$ cat config.mk
export PLATFORM = sky130hd
export DESIGN_NAME = fetch_stage
export DESIGN_NICKNAME = d
export VERILOG_FILES = /design/src/rtl/fetch_stage_pkg.sv /design/src/rtl/fetch_stage_buffer.sv /design/src/rtl/fetch_stage.sv
export SDC_FILE = /design/constraint.sdc
export NUM_CORES = 1
export LEC_CHECK = 0
export ABC_AREA = 1
export CORE_ASPECT_RATIO = 1.25
export CORE_MARGIN = 2
export CORE_UTILIZATION = 55
export CTS_CLUSTER_DIAMETER = 150
export CTS_CLUSTER_SIZE = 16
export DETAILED_ROUTE_END_ITERATION = 8
export PLACE_DENSITY_LB_ADDON = 0.05
export SYNTH_ARGS = -nofsm -noshare
export SYNTH_HDL_FRONTEND = slang
export SYNTH_SLANG_ARGS = --single-unit
$ cat constraint.sdc
create_clock -name clk -period 8.4 [get_ports clk]
set_input_delay 0.84 -clock clk [delete_from_list [all_inputs] [get_ports clk]]
set_output_delay 0.84 -clock clk [all_outputs]
set_load 0.05 [all_outputs]
$ cat src/rtl/fetch_stage_pkg.sv
// Shared pipeline definitions for the IF stage: bubble encoding, reset PC,
// PC increment and the buffered-word record type.
package fetch_stage_pkg;

  localparam logic [31:0] NOP_INSTR_DEF = 32'h0000_0013;  // ADDI x0,x0,0
  localparam logic [31:0] RESET_PC_DEF  = 32'h0000_0000;
  localparam logic [31:0] PC_INC        = 32'd4;

  // One fetched instruction together with the byte PC it came from.
  typedef struct packed {
    logic [31:0] instr;
    logic [31:0] pc;
  } fetch_word_t;

  // Instructions are word aligned; low two address bits are dropped.
  function automatic logic [31:0] align_pc(input logic [31:0] addr);
    return addr & ~32'd3;
  endfunction

endpackage

$ cat src/rtl/fetch_stage_buffer.sv
// Two-entry FIFO of fetched words. Push and pop may happen in the same cycle;
// flush empties it and overrides a simultaneous push.
module fetch_buffer
  import fetch_stage_pkg::*;
(
  input  logic        clk,
  input  logic        rst,
  input  logic        push,
  input  logic        pop,
  input  logic        flush,
  input  fetch_word_t din,
  output fetch_word_t head,
  output logic [1:0]  count
);

  fetch_word_t entry [2];
  logic        wr_ptr_q;
  logic        rd_ptr_q;
  logic [1:0]  count_q;

  // Storage: each slot captures the incoming word when the write pointer selects it.
  for (genvar gi = 0; gi < 2; gi++) begin : g_entry
    always_ff @(posedge clk) begin
      if (!rst && !flush && push && (wr_ptr_q == 1'(gi))) begin
        entry[gi] <= din;
      end
    end
  end

  // Pointers and occupancy; flush and reset both return to empty.
  always_ff @(posedge clk) begin
    if (rst || flush) begin
      wr_ptr_q <= 1'b0;
      rd_ptr_q <= 1'b0;
      count_q  <= 2'd0;
    end else begin
      if (push) wr_ptr_q <= ~wr_ptr_q;
      if (pop)  rd_ptr_q <= ~rd_ptr_q;
      count_q <= count_q + {1'b0, push} - {1'b0, pop};
    end
  end

  // The fetch issue rule keeps count+inflight <= 2, so overflow and underflow are impossible.
  always_ff @(posedge clk) begin
    if (!rst && !flush) begin
      assert (!(push && !pop && (count_q == 2'd2)));
      assert (!(pop && (count_q == 2'd0)));
    end
  end

  assign head  = entry[rd_ptr_q];
  assign count = count_q;

endmodule

$ cat src/rtl/fetch_stage.sv
// IF stage: owns the PC, issues reads to a synchronous instruction memory,
// buffers returned words across ID stalls and drives the IF/ID register.
// Redirects from MEM flush everything in flight (fixed 2-bubble penalty).
// Optional FETCH_PERF_CNT_EN adds saturating fetch/flush performance counters.
module fetch_stage
  import fetch_stage_pkg::*;
#(
  parameter int          IMEM_AW   = 8,
  parameter logic [31:0] RESET_PC  = RESET_PC_DEF,
  parameter logic [31:0] NOP_INSTR = NOP_INSTR_DEF
) (
  input  logic               clk,
  input  logic               rst,
  input  logic               stall,
  input  logic               redirect_valid,
  input  logic [31:0]        redirect_target,
  output logic [IMEM_AW-1:0] imem_addr,
  input  logic [31:0]        imem_rdata,
  output logic [31:0]        IFID_Instr,
  output logic [31:0]        IFID_PC,
  output logic               IFID_Valid
`ifdef FETCH_PERF_CNT_EN
  ,
  output logic [31:0]        perf_fetch_cnt,
  output logic [15:0]        perf_flush_cnt
`endif
);

  logic [31:0] pc_q;
  logic [31:0] pc_f2_q;     // PC of the read currently in flight
  logic        inflight_q;
  logic [1:0]  count;
  fetch_word_t head;
  fetch_word_t ret_word;
  logic        issue;
  logic        push;
  logic        pop;
  logic        load_valid;

  assign imem_addr = pc_q[IMEM_AW+1:2];
  assign ret_word  = '{instr: imem_rdata, pc: pc_f2_q};

  // A new read only goes out if both the buffer and the in-flight slot can absorb it.
  assign issue = !redirect_valid && (({1'b0, count} + {2'b00, inflight_q}) < 3'd2);
  // Buffer head always has priority so program order is kept.
  assign pop   = !redirect_valid && !stall && (count != 2'd0);
  // Returning word goes to the buffer whenever it cannot bypass straight into IF/ID.
  assign push  = !redirect_valid && inflight_q && (stall || (count != 2'd0));
  assign load_valid = !redirect_valid && !stall && ((count != 2'd0) || inflight_q);

  fetch_buffer u_buf (
    .clk   (clk),
    .rst   (rst),
    .push  (push),
    .pop   (pop),
    .flush (redirect_valid),
    .din   (ret_word),
    .head  (head),
    .count (count)
  );

  // PC and in-flight tracking; a redirect kills the outstanding read.
  always_ff @(posedge clk) begin
    if (rst) begin
      pc_q       <= RESET_PC;
      pc_f2_q    <= RESET_PC;
      inflight_q <= 1'b0;
    end else begin
      inflight_q <= issue;
      if (issue) pc_f2_q <= pc_q;
      if (redirect_valid) pc_q <= align_pc(redirect_target);
      else if (issue)     pc_q <= pc_q + PC_INC;
    end
  end

  // IF/ID register: buffer head, else bypassed return, else bubble (PC kept).
  always_ff @(posedge clk) begin
    if (rst) begin
      IFID_Valid <= 1'b0;
      IFID_Instr <= NOP_INSTR;
      IFID_PC    <= RESET_PC;
    end else if (redirect_valid) begin
      IFID_Valid <= 1'b0;
      IFID_Instr <= NOP_INSTR;
    end else if (!stall) begin
      if (count != 2'd0) begin
        IFID_Valid <= 1'b1;
        IFID_Instr <= head.instr;
        IFID_PC    <= head.pc;
      end else if (inflight_q) begin
        IFID_Valid <= 1'b1;
        IFID_Instr <= ret_word.instr;
        IFID_PC    <= ret_word.pc;
      end else begin
        IFID_Valid <= 1'b0;
        IFID_Instr <= NOP_INSTR;
      end
    end
  end

`ifdef FETCH_PERF_CNT_EN
  // Saturating counters: valid IF/ID loads and redirect cycles.
  always_ff @(posedge clk) begin
    if (rst) begin
      perf_fetch_cnt <= 32'd0;
      perf_flush_cnt <= 16'd0;
    end else begin
      if (load_valid && (perf_fetch_cnt != 32'hFFFF_FFFF))
        perf_fetch_cnt <= perf_fetch_cnt + 32'd1;
      if (redirect_valid && (perf_flush_cnt != 16'hFFFF))
        perf_flush_cnt <= perf_flush_cnt + 16'd1;
    end
  end
`else
  logic unused_load_valid;
  assign unused_load_valid = load_valid;
`endif

endmodule
# [After elaboration in Yosys (flattened, before gate mapping)]
# Memory sizes are Yosys's and may differ from the RTL's. A register that Yosys moved wholly into a read port is not among the register bits.
# Index checks and enable logic that the tools add are counted.
[word_totals] inputBits=68 output_inout_bits=73 register_bits=134 mem_count=1 elab_cells=57 mem_bits_rw=128
[mem_list] name="u_buf.entry" words=2 word_bits=64 rd=1 rd_clocked_by_memory_dff=1 wr=1 line_no="fetch_stage_buffer.sv:16" text="fetch_word_t entry [2];"
[classes] n_lt_le_gt_ge=1 n_mux=17 add_sub_neg=4 bitwise_logic=4 n_reduce_logical=20
[ops] cell="2-to-1 mux 32 bit" n=6
[ops] cell="2-to-1 mux 64 bit" n=1
[ops] cell="OR reduction 64 bit" n=1
[ops] cell="adder 32 x 3 -> 32 bit (second input constant)" n=1
[ops] cell="2-to-1 mux 1 bit" n=10
[ops] cell="logical AND 1 bit" n=9
[ops] cell="nonzero test 2 bit" n=3
[ops] cell="NOT 1 bit" n=4
[ops] cell="adder 2 x 1 -> 3 bit" n=1
[ops] cell="zero test 1 bit" n=3
[ops] cell="less-than comparator 3 x 2 -> 1 bit (second input constant)" n=1
[ops] cell="AND reduction 3 bit" n=1
[ops] cell="adder 2 x 1 -> 2 bit" n=1
[ops] cell="logical OR 1 bit" n=2
[ops] cell="OR reduction 2 bit" n=1
[ops] cell="subtractor 2 x 1 -> 2 bit" n=1

# [Logic depth before layout (Yosys ltp)]
[depth] ltp_word=9 depth_mapped=10 mapped_depth_nobuf=10

# [Modules after synthesis]
# Synthesis repeated with hierarchy kept, for this count alone.
[hier_totals] cells_unflattened=1133 hier_area_um2=11188.2
[modules_own_cells] module="fetch_stage" seq_area_each_um2=2522.4 cells_each=904 instances=1 area_per_inst_um2=6045.8
[modules_own_cells] module="fetch_buffer" seq_area_each_um2=3943.8 cells_each=229 instances=1 area_per_inst_um2=5142.4

# [Worst setup path before layout]
# Ideal clock, no wire load.
[synth_path] path_type="input-to-reg" start="in redirect_valid" end="mem u_buf.entry[0][10] (netlist bit) (enable)" slack_ns=2.264 arrival_ns=5.578 setup_ns=0.558 n_path_buf=1 cell_stages=4 t_required_ns=7.842 path_cell_list="buf_4 nor2_4 inv_1 nor3_1"
[synth_between] elab_chain_len=9 word_cells_on_any_way=14 classes_between="mux (6); reduce/logical (8)"
[synth_rtl] item="start: declaration" line_no="fetch_stage.sv:15" text="input logic redirect_valid,"
[synth_rtl] item="zero test 1 bit *" line_no="fetch_stage_buffer.sv:24, fetch_stage.sv:48"
[synth_rtl] item="logical AND 1 bit (2 in series)" line_no="fetch_stage.sv:48" text="assign push = !redirect_valid && inflight_q && (stall || (count != 2'd0));"
[synth_rtl] item="logical AND 1 bit *" line_no="fetch_stage_buffer.sv:24" text="if (!rst && !flush && push && (wr_ptr_q == 1'(gi))) begin"
[synth_rtl] item="logical AND 1 bit" line_no="fetch_stage_buffer.sv:24"
[synth_rtl] item="2-to-1 mux 1 bit" line_no="fetch_stage_buffer.sv:24"
[synth_rtl] item="2-to-1 mux 1 bit (implied by the code)" line_no="fetch_stage_buffer.sv:25" text="entry[gi] <= din;"
[synth_rtl] item="OR reduction 64 bit (no source line)"
[synth_rtl] item="2-to-1 mux 1 bit (no source line)"
[synth_rtl] item="end: declaration" line_no="fetch_stage_buffer.sv:16"
# Mark *: on every way between the ends. The rest lies on a longest branch, timed or not.

# [Final worst setup path]
[layout_path] start="in redirect_valid" end="mem u_buf.entry[1][50] (netlist bit) (enable)"
# Same word-level chain as after synthesis.

==> results by group <==
Outcome
  • Status: complete, no violations

Yosys
  • Syn Inst Count: 1088
  • Synthesis-stage register bit count: 253
  • Yosys Warn Count: 0
  • Fraction of the yosys area taken by sequential cells: 0.5979
  • Synth Cell Area: 10550 µm²
  • Synth area leaders: edfxtp_1, dfxtp_1, nand2_1, o21ai_0, a21oi_1
  • Syn_area_per_cell: 9.693 µm²
  • Yosys cell types: 42
  • Area leader, netlist: edfxtp_1
  • Top-area cell type share of the netlist area: 0.3531

STA
  • Final Hold Fails: 0
  • F_max: 320.3 MHz
  • Final Max Tran Viols: 0
  • Least-Margin Pin Slew: 959.2 ps
  • Fin crit share: 0.3717
  • Final Skew: 17.30 ps
  • Fin crit period: 3123 ps
  • Endpoints failing setup: 0
  • Unrepaired setup endpoints after global routing: no
  • Setup_tns: 0 ps
  • Max-slew headroom: 0.3605

CTS
  • Clock-pin slew on the worst setup and hold paths: 70 ps
  • Resized Gates After CTS: 0
  • CTS tree: yes
  • Clk buf depth: 3
  • Clock sink total: 253
  • Clock Latency Late Sink: 500 ps
  • CTS hold repair buffers: 0
  • Total CTS buffers: 19
  • CTS H-tree lvls: 1
  • Setup Fix Bufs, Post-CTS: 0
  • Clock Tree Root: clkbuf_16

Floorplanning
  • Core area: 18780 µm²
  • Ports: 141
  • Initial Utilization: 0.5616
  • Die span in y: 158.8 µm
  • Die W: 127.9 µm
  • Core Rows: 56
  • Die area: 20310 µm²

Worst setup path
  • Buf+Inv Stages, Crit Path: 4
  • Worst path most repeated cell: buf_4
  • Crit. End Element: register
  • CP Class: in2reg
  • Critical Path Slowest Stage Cell: nor2_4
  • Top delay family on crit path: buffers and inverters
  • Maximum fanout along the worst path: 35
  • Req. time, crit path: 8540 ps
  • Crit path cell chain: clkdlybuf4s50_1, buf_4, nor2_4, inv_1, nor3_2, buf_4
  • Worst R2R Setup Slack: 5940 ps
  • Arr. time, crit path: 3260 ps
  • Critical path's largest stage delay: 680 ps
  • Worst path depth: 6
  • Worst reg2reg path depth: 8
  • RR Startpoint: u_buf.count[1]
  • Startpoint class of the critical path: input pin
  • RR Endpoint: u_buf.count[1]

Drt
  • Final ANT Viol Nets: 0
  • Routed Wire Length: 24180 µm
  • Starting DRT DRC Count: 526
  • First drt pass iteration count: 5
  • Vias: 8035
  • Drt drc: 0
  • Vias per Instance: 5.635
  • Mean routed wirelength per cell: 16.95 µm

Cells and area
  • Most frequent cells in the layout: nand2_1, clkdlybuf4s50_1, dfxtp_1
  • Synth-to-Final Area Change: 18.02%
  • # nets final: 1252
  • Most common cell after layout, fill and taps aside: nand2_1
  • Final core occ: 0.6628
  • N_diodes: 0
  • Layout cell share with drive strength beyond 1: 0.08878

Global routing
  • Largest net degree at the start of global routing: 90
  • Total GRT Usage: 0.2359
  • Met3 Use GR: 0.03133
  • Initial antenna violation count: 0
  • Met2 Track Usage GR: 0.4118
  • Gr ovfl total: 0
  • Vias in the first global route: 7670
  • Grt met1 use: 0.3088
  • Global-route wire length before repair: 38950 µm
  • Most Used Layer, Global Route: met2

Pwr
  • Static Leakage: 4.379 nW
  • Pwr dens: 194.3 nW/µm²
  • Peak supply drop: 0.1141 mV

Job
  • MaxCap Viol Count: 0

Placed design
  • Gpl congestion: 0.8625
  • HPWL Detailed: 14810 µm
  • Port-buffer cells: 136

Hold path
  • Hold depth: 1
  • Worst Hold Launch: u_buf.rd_ptr_q
  • Hold Path End: u_buf.rd_ptr_q
  • Worst min-delay path class: reg2reg
==> per-stage QoR <==
step	cell area [µm²]	hold slack [ps]	std cells	worst slack (ps)	power, mW
2_1_floorplan	10550	425.5	1089	2264	1.524
3_3_place_gp	11910	424.2	1392	4749	1.608
3_5_place_dp	11910	446.8	1392	4718	1.611
4_1_cts	12450	458.6	1426	5224	2.435
5_1_grt	12450	480.5	1426	5032	2.506
6_report	12450	462.0	1426	5277	2.418
==> sequential cells by signal, indices dropped and copies added, names as in the netlist, named ones only <==
name,count
IFID_PC,30
u_buf.rd_ptr_q,1
u_buf.entry,124
IFID_Valid,1
inflight_q,1
pc_q,30
u_buf.wr_ptr_q,1
pc_f2_q,30
u_buf.count,2
IFID_Instr,32
==> per-layer routing <==
metal  routed length [µm]  share of wire
met1                10460           0.43
met2                12140           0.50
met3                 1182          0.049
met4                  397          0.016
met5                    0              0
==> synth_stat cells (all sizes together) <==
cell type and number:
a211oi 2, nor2 79, a21oi 89, clkbuf 40, o21ai 118, o211ai 35
ha 3, a22o 2, buf 38, nand3b 4, o21bai 1, inv 52
conb 1, nand4 14, a32o 1, nor3 10, or2 34, edfxtp 124
xnor2 1, a22oi 3, xor2 3, clkinv 1, nand3 30, a31oi 64
nand2 209, dfxtp 129, and2 1
==> logic make-up after synthesis <==
family,after synthesis,share of synthesized area
buffers and inverters,131,0.05766
AOI/OAI and AO/OA,315,0.1680
DFF,253,0.5979
adders and majority gates,3,0.003560
and+or+nand+nor,381,0.1692
xor gates and xnor gates,4,0.003322
other,1,0.0003556
==> cell type report <==
class / count / area [µm²]
clock buffer: 32 / 524.3
clock inverter: 2 / 13.76
tap: 232 / 290.3
sequential: 253 / 6307
multi-input combinational: 705 / 3651
timing repair buffer: 149 / 1459
fill: 1573 / 6331
inverter: 53 / 201.4
==> worst max-delay path by stage <==
stage                   start  slack (ps)                  to
6_report       redirect_valid        5280  u_buf.entry[1][50]
5_1_grt        redirect_valid        5030  u_buf.entry[1][37]
4_1_cts        redirect_valid        5220  u_buf.entry[1][42]
3_5_place_dp   redirect_valid        4720  u_buf.entry[0][58]
3_3_place_gp   redirect_valid        4750  u_buf.entry[1][58]
2_1_floorplan  redirect_valid        2260  u_buf.entry[0][10]
==> power by group <==
group	switching [mW]	internal (mW)
clock	0.407	0.428
combinational	0.143	0.0844
sequential	0.0288	1.33
Power figures use the tool's default switching activity.
